--- src/rtl/div32_pkg.sv ---
// -----------------------------------------------------------------------------
// div32_pkg -- shared definitions for the sequential divider.
//   state_e     : divider FSM states (IDLE, RUN, DONE)
//   DIV_WIDTH   : default operand/result width
//   CNT_W       : iteration counter width for the default width
//   cnt_width() : counter width for an arbitrary operand width
// -----------------------------------------------------------------------------
package div32_pkg;

    localparam int DIV_WIDTH = 32;
    localparam int CNT_W     = $clog2(DIV_WIDTH + 1);

    typedef enum logic [1:0] {
        IDLE = 2'd0,
        RUN  = 2'd1,
        DONE = 2'd2
    } state_e;

    function automatic int cnt_width(input int w);
        return $clog2(w + 1);
    endfunction

endpackage

--- src/rtl/_32bit_sub.sv ---
// -----------------------------------------------------------------------------
// _32bit_sub -- two's-complement subtractor: {cout, diff} = a + ~b + cin.
// With cin = 1 this is a - b; cout = 1 means no borrow (a >= b, unsigned).
// Ports:
//   a, b  : input  [WIDTH-1:0] operands
//   cin   : input  carry-in (tie to 1 for a plain subtract)
//   diff  : output [WIDTH-1:0] difference
//   cout  : output carry-out (inverted borrow)
// -----------------------------------------------------------------------------
module _32bit_sub #(
    parameter int WIDTH = 32
) (
    input  logic [WIDTH-1:0] a,
    input  logic [WIDTH-1:0] b,
    input  logic             cin,
    output logic [WIDTH-1:0] diff,
    output logic             cout
);

    assign {cout, diff} = {1'b0, a} + {1'b0, ~b} + {{WIDTH{1'b0}}, cin};

endmodule

--- src/rtl/div32_seq.sv ---
// -----------------------------------------------------------------------------
// div32_seq -- multi-cycle restoring divider, one quotient bit per clock.
// Optional signed support is compiled in with `define DIV32_SIGNED_EN.
// Ports:
//   clk, reset          : rising-edge clock, synchronous active-high reset
//   start               : launch a division (taken only in IDLE)
//   dividend, divisor   : operands, captured on the accepted start
//   signed_op           : two's-complement mode (DIV32_SIGNED_EN only)
//   busy                : high in RUN and DONE
//   done                : one-cycle pulse, results valid
//   quotient, remainder : results, held until the next accepted start
//   div_by_zero         : captured divisor was zero, held with results
// -----------------------------------------------------------------------------
module div32_seq
    import div32_pkg::*;
#(
    parameter int WIDTH = DIV_WIDTH
) (
    input  logic             clk,
    input  logic             reset,
    input  logic             start,
    input  logic [WIDTH-1:0] dividend,
    input  logic [WIDTH-1:0] divisor,
`ifdef DIV32_SIGNED_EN
    input  logic             signed_op,
`endif
    output logic             busy,
    output logic             done,
    output logic [WIDTH-1:0] quotient,
    output logic [WIDTH-1:0] remainder,
    output logic             div_by_zero
);

    localparam int CW = cnt_width(WIDTH);

    state_e           state_q, state_d;
    logic [CW-1:0]    cnt_q, cnt_d;
    logic [WIDTH-1:0] rem_q, rem_d;        // partial remainder
    logic [WIDTH-1:0] quo_q, quo_d;        // dividend shifting out, quotient shifting in
    logic [WIDTH-1:0] dsr_q, dsr_d;        // captured divisor
    logic [WIDTH-1:0] quotient_q, quotient_d;
    logic [WIDTH-1:0] remainder_q, remainder_d;
    logic             dbz_q, dbz_d;

    // One restoring step: the widened subtract keeps the borrow visible even
    // though the shifted remainder can reach WIDTH+1 bits.
    logic [WIDTH:0]   sub_a, sub_b, sub_diff;
    logic             sub_cout;
    logic [WIDTH-1:0] step_rem, step_quo;

    assign sub_a = {rem_q, quo_q[WIDTH-1]};
    assign sub_b = {1'b0, dsr_q};

    _32bit_sub #(.WIDTH(WIDTH + 1)) u_sub (
        .a    (sub_a),
        .b    (sub_b),
        .cin  (1'b1),
        .diff (sub_diff),
        .cout (sub_cout)
    );

    assign step_rem = sub_cout ? sub_diff[WIDTH-1:0] : sub_a[WIDTH-1:0];
    assign step_quo = {quo_q[WIDTH-2:0], sub_cout};

    // Operand conditioning on capture and sign fix-up on completion.
    logic [WIDTH-1:0] cap_dividend, cap_divisor;
    logic [WIDTH-1:0] fin_quo, fin_rem, dz_rem;

`ifdef DIV32_SIGNED_EN
    logic neg_quo_q, neg_quo_d, neg_rem_q, neg_rem_d;
    logic sa, sb;

    assign sa           = signed_op & dividend[WIDTH-1];
    assign sb           = signed_op & divisor[WIDTH-1];
    assign cap_dividend = sa ? -dividend : dividend;
    assign cap_divisor  = sb ? -divisor  : divisor;
    // Quotient truncates toward zero; remainder follows the dividend's sign.
    // The most-negative dividend negates to itself and needs no special case.
    assign fin_quo      = neg_quo_q ? -step_quo : step_quo;
    assign fin_rem      = neg_rem_q ? -step_rem : step_rem;
    // Divide-by-zero hands back the original dividend.
    assign dz_rem       = neg_rem_q ? -quo_q : quo_q;
`else
    assign cap_dividend = dividend;
    assign cap_divisor  = divisor;
    assign fin_quo      = step_quo;
    assign fin_rem      = step_rem;
    assign dz_rem       = quo_q;
`endif

    always_comb begin
        // NOTE: every signal assigned here gets a hold default first so the
        // case arms below cannot infer latches.
        state_d     = state_q;
        cnt_d       = cnt_q;
        rem_d       = rem_q;
        quo_d       = quo_q;
        dsr_d       = dsr_q;
        quotient_d  = quotient_q;
        remainder_d = remainder_q;
        dbz_d       = dbz_q;
`ifdef DIV32_SIGNED_EN
        neg_quo_d   = neg_quo_q;
        neg_rem_d   = neg_rem_q;
`endif
        case (state_q)
            IDLE: begin
                if (start) begin
                    state_d   = RUN;
                    cnt_d     = CW'(WIDTH);
                    rem_d     = '0;
                    quo_d     = cap_dividend;
                    dsr_d     = cap_divisor;
                    dbz_d     = 1'b0;
`ifdef DIV32_SIGNED_EN
                    neg_quo_d = sa ^ sb;
                    neg_rem_d = sa;
`endif
                end
            end
            RUN: begin
                if (dsr_q == '0) begin
                    // Zero divisor: no iterations, straight to DONE.
                    state_d     = DONE;
                    cnt_d       = '0;
                    quotient_d  = '1;
                    remainder_d = dz_rem;
                    dbz_d       = 1'b1;
                end else begin
                    rem_d = step_rem;
                    quo_d = step_quo;
                    cnt_d = cnt_q - 1'b1;
                    // The last step's result goes straight to the outputs.
                    if (cnt_q == CW'(1)) begin
                        state_d     = DONE;
                        quotient_d  = fin_quo;
                        remainder_d = fin_rem;
                    end
                end
            end
            DONE:    state_d = IDLE;
            default: state_d = IDLE;
        endcase
    end

    always_ff @(posedge clk) begin
        // NOTE: non-blocking assignments so every flop samples the values
        // from before this edge, independent of statement order.
        // NOTE: the reset clears the whole datapath, not just the FSM, so
        // outputs read as zero after reset.
        if (reset) begin
            state_q     <= IDLE;
            cnt_q       <= '0;
            rem_q       <= '0;
            quo_q       <= '0;
            dsr_q       <= '0;
            quotient_q  <= '0;
            remainder_q <= '0;
            dbz_q       <= 1'b0;
`ifdef DIV32_SIGNED_EN
            neg_quo_q   <= 1'b0;
            neg_rem_q   <= 1'b0;
`endif
        end else begin
            state_q     <= state_d;
            cnt_q       <= cnt_d;
            rem_q       <= rem_d;
            quo_q       <= quo_d;
            dsr_q       <= dsr_d;
            quotient_q  <= quotient_d;
            remainder_q <= remainder_d;
            dbz_q       <= dbz_d;
`ifdef DIV32_SIGNED_EN
            neg_quo_q   <= neg_quo_d;
            neg_rem_q   <= neg_rem_d;
`endif
        end
    end

    assign busy        = (state_q != IDLE);
    assign done        = (state_q == DONE);
    assign quotient    = quotient_q;
    assign remainder   = remainder_q;
    assign div_by_zero = dbz_q;

endmodule

--- config.mk ---
export PLATFORM = sky130hd
export DESIGN_NAME = div32_seq
export DESIGN_NICKNAME = d
export VERILOG_FILES = /design/src/rtl/div32_pkg.sv /design/src/rtl/_32bit_sub.sv /design/src/rtl/div32_seq.sv
export SDC_FILE = /design/constraint.sdc
export NUM_CORES = 1
export LEC_CHECK = 0
export ABC_CLOCK_PERIOD_IN_PS = 7400
export CAP_MARGIN = 10
export CORE_MARGIN = 3
export CORE_UTILIZATION = 59
export DETAILED_ROUTE_END_ITERATION = 8
export PLACE_DENSITY_LB_ADDON = 0.12
export SLEW_MARGIN = 20
export SYNTH_ARGS = -nofsm -noshare
export SYNTH_HDL_FRONTEND = slang
export SYNTH_SLANG_ARGS = --single-unit
export TNS_END_PERCENT = 20
--- constraint.sdc ---
create_clock -name clk -period 7.4 [get_ports clk]
set_clock_uncertainty 0.1 [all_clocks]
set_input_delay 1.11 -clock clk [delete_from_list [all_inputs] [get_ports clk]]
set_output_delay 1.11 -clock clk [all_outputs]
set_load 0.05 [all_outputs]
==> flow_summary.toml <==
[yosys]
syn_inst = 1128
synth_most_common_cell = "nand2_1"
ys.flop_type = "dfxtp_1"
synth_xor_area_frac = 0.0279
synth_area_per_cell_sq_um = 7.78
synthTopCellsByCount = "201 x nand2_1, 169 x dfxtp_1, 137 x nor2_1"
yosysTopAreaCell = "dfxtp_1"
synth_area_leaders = "dfxtp_1 39%, nand2_1 8.6%, a21oi_1 6.0%"
yosys_warnings = 0
synth.distinct_cells = 66
synth_top_area_share = 0.386
async_flop_share = 0
ys_ff_latch = 169
synth_fa_ha_area_frac = 0.0508
syn_nets = 1230
syn_area_sq_um = 8780
synth_compound_area_frac = 0.240
muxShareOfSynthArea = 0.0268
synth_top_family_by_area = "compound AO/OA/AOI/OAI gates"
synth-simple-area-share = 0.213
ys_seq_area_frac = 0.386
synth_enable_flop_cells = 0

[sta]
tns_ns = 0
rsz0062_at_grt = "no"
fmaxAchievable_mhz = 294
worstMarginPinSlew_ns = 1.08
finalHoldViolCount = 0
relSlewSlack = 0.282
period_share = 0.460
drv_slew = 0
setup-violations-final = 0
min_period_ns = 3.41

[critical_path]
worstPathRequired_ns = 7.64
critPathMaxFanout = 28
cpPeakStageDelay_ns = 0.35
cpMaxStageDelayCell = "dfxtp_1"
crit_arrival_ns = 3.64
cp-end-kind = "flip-flop"
reg2reg_from = "dsr_q[10]"
critPathBufInv = 1
critical_path_class = "flip-flop to flip-flop"
startpoint_type = "flip-flop"
cp_top_family = "compound AO/OA/AOI/OAI gates"
crit_start = "dsr_q[10]"
worstPathCellList = "inv_1 > ha_1 > a21oi_1 > o211ai_1 > a41o_1 > a311oi_2 > nor2_2 > o211ai_4 > nand2_4 > mux2i_1 > nand2_1 > a311oi_1"

[clocking]
postCtsSetupBuffers = 0
cts_buffers = 17
tritoncts = "yes"
post_cts_resize_count = 0
clockRootBuffer = "clkbuf_16"
clock_path_buffers = 2
h-tree-depth = 4
clock_sinks = 169
cts_hold_buf = 0
clock_latency_ns = 0.44
clk_pin_slew_ns = 0.07

[placement]
portBuffers = 133
dp_hpwl_microns = 16200
globalplace.congestion = 0.910

[route]
vias = 8515
routed_wirelength_microns = 23900
drtPass1Iterations = 6
drc = 0
viasPerCell = 6.07
drt_iter0_markers = 826
drtAntennaViolNets = 0
drt-wirelength-per-cell_microns = 17.1

[pwr]
pwr-share-clk = 0.272
peakVddDrop_mv = 0.234
switching_share = 0.391
p_comb_frac = 0.391
p_seq_frac = 0.337
internal-power_uw = 1920
powerDensity_nw_per_um2 = 295
power.switching_uw = 1230
p_leak_uw = 0.00418

[die]
die_w_microns = 128
die-area_sq_um = 16400
core_sq_um = 14200
die_h_microns = 128
io-pin-count = 134
num_rows = 43
initial_core_util = 0.618

[run_status]
outcome = "completed"

[grt]
grt_use_total = 0.292
antenna_found_initial = 0
grt_pass1_vias = 8099
grt_pass1_wl_microns = 39200
overflow = 0
grt_start_max_net_pins = 106

[finish]
syn2layout_area_growth_pct = 21.5
drive_gt1_frac = 0.0524
antenna_cells = 0
final_core_util = 0.751
fin_nets = 1311

[worst_hold_path]
hp-start = "remainder[20]"
min_path_type = "flip-flop to flip-flop"

[job]
maxCapViolations = 0
==> worst paths after layout <==
check,end,slack (ns),cells after the start
min reg2reg,remainder[20],0.36,2
max,remainder[0],3.99,12
max reg2reg,remainder[0],3.99,12
min,remainder[20],0.36,2
==> cells by family after synthesis <==
kind of cell | after synthesis
XOR/XNOR | 28
multiplexers | 23
flip-flops | 169
AO/OA/AOI/OAI | 312
AND/OR/NAND/NOR | 437
adder cells (fa/ha/maj) | 35
buffers and inverters | 124
==> state kept, by name, indices dropped and copies added (netlist names) <==
register,count
state_q,2
cnt_q,6
dz_rem,32
rem_q,32
remainder,32
quotient,32
div_by_zero,1
dsr_q,32
==> tightest hold or removal path, delay by kind of cell (launching register included) <==
kind,cells,cell delay (ns)
simple gates,1,0.05
compound gates,1,0.05
flops,1,0.31
==> final cells by class <==
class | instances | area [sq um]
multi-input combinational | 835 | 4930
fill | 1130 | 3540
sequential | 169 | 3380
timing repair buffer | 143 | 1400
clock buffer | 17 | 425
tap | 180 | 225
inverter | 43 | 161
clock inverter | 15 | 133
==> cells in the final DEF, fill, tap and decap left out, types with 4 or more instances in the layout <==
master and count:
nor2b_1 6, buf_4 11, and2_1 6, a21o_1 20, or3_1 4, nand3b_1 9, o211ai_1 4, and3_1 6
nor3_1 11, inv_1 43, o31ai_1 4, clkdlybuf4s50_1 132, dfxtp_1 169, inv_6 5, clkbuf_16 17, a211o_1 13
o21ai_1 5, a211oi_1 8, o21ai_0 21, xnor2_1 15, xor2_1 13, nor4_1 8, a31oi_1 5, a311oi_1 42
o21a_1 20, nand3_1 28, nand4_1 6, ha_1 34, a22oi_1 4, mux2i_1 19, a21oi_1 104, nor2_1 137
clkinvlp_4 5, nand2_1 198, o22ai_1 31
==> power by group through the flow <==
stage | Clock, uW | Sequential [uW] | Combinational, uW
after floorplan | 0 | 1100 | 897
after global placement | 0 | 1080 | 1180
after detailed placement | 0 | 1080 | 1200
after CTS | 860 | 1060 | 1210
after global routing | 900 | 1070 | 1350
final | 856 | 1060 | 1230
==> layer usage <==
metal	GRT usage	routed length (microns)	up-vias
li1	-	-	4123
met1	0.375	9990	4037
met2	0.486	11800	291
met3	0.0550	1350	64
met4	0.117	799	0
met5	0	0	-
==> through the flow <==
stage / instance area (sq um) / cells / total power, uW / worst slack, ns / hold WS [ns]
global placement: 10100 / 1370 / 2260 / 3.72 / 0.340
floorplan: 8780 / 1128 / 1990 / 4.51 / 0.349
global route: 10700 / 1402 / 3320 / 3.75 / 0.373
detailed placement: 10100 / 1370 / 2280 / 3.67 / 0.346
CTS: 10700 / 1402 / 3130 / 4.06 / 0.356
finish: 10700 / 1402 / 3150 / 3.99 / 0.356
(Power assumes the default switching activity.)
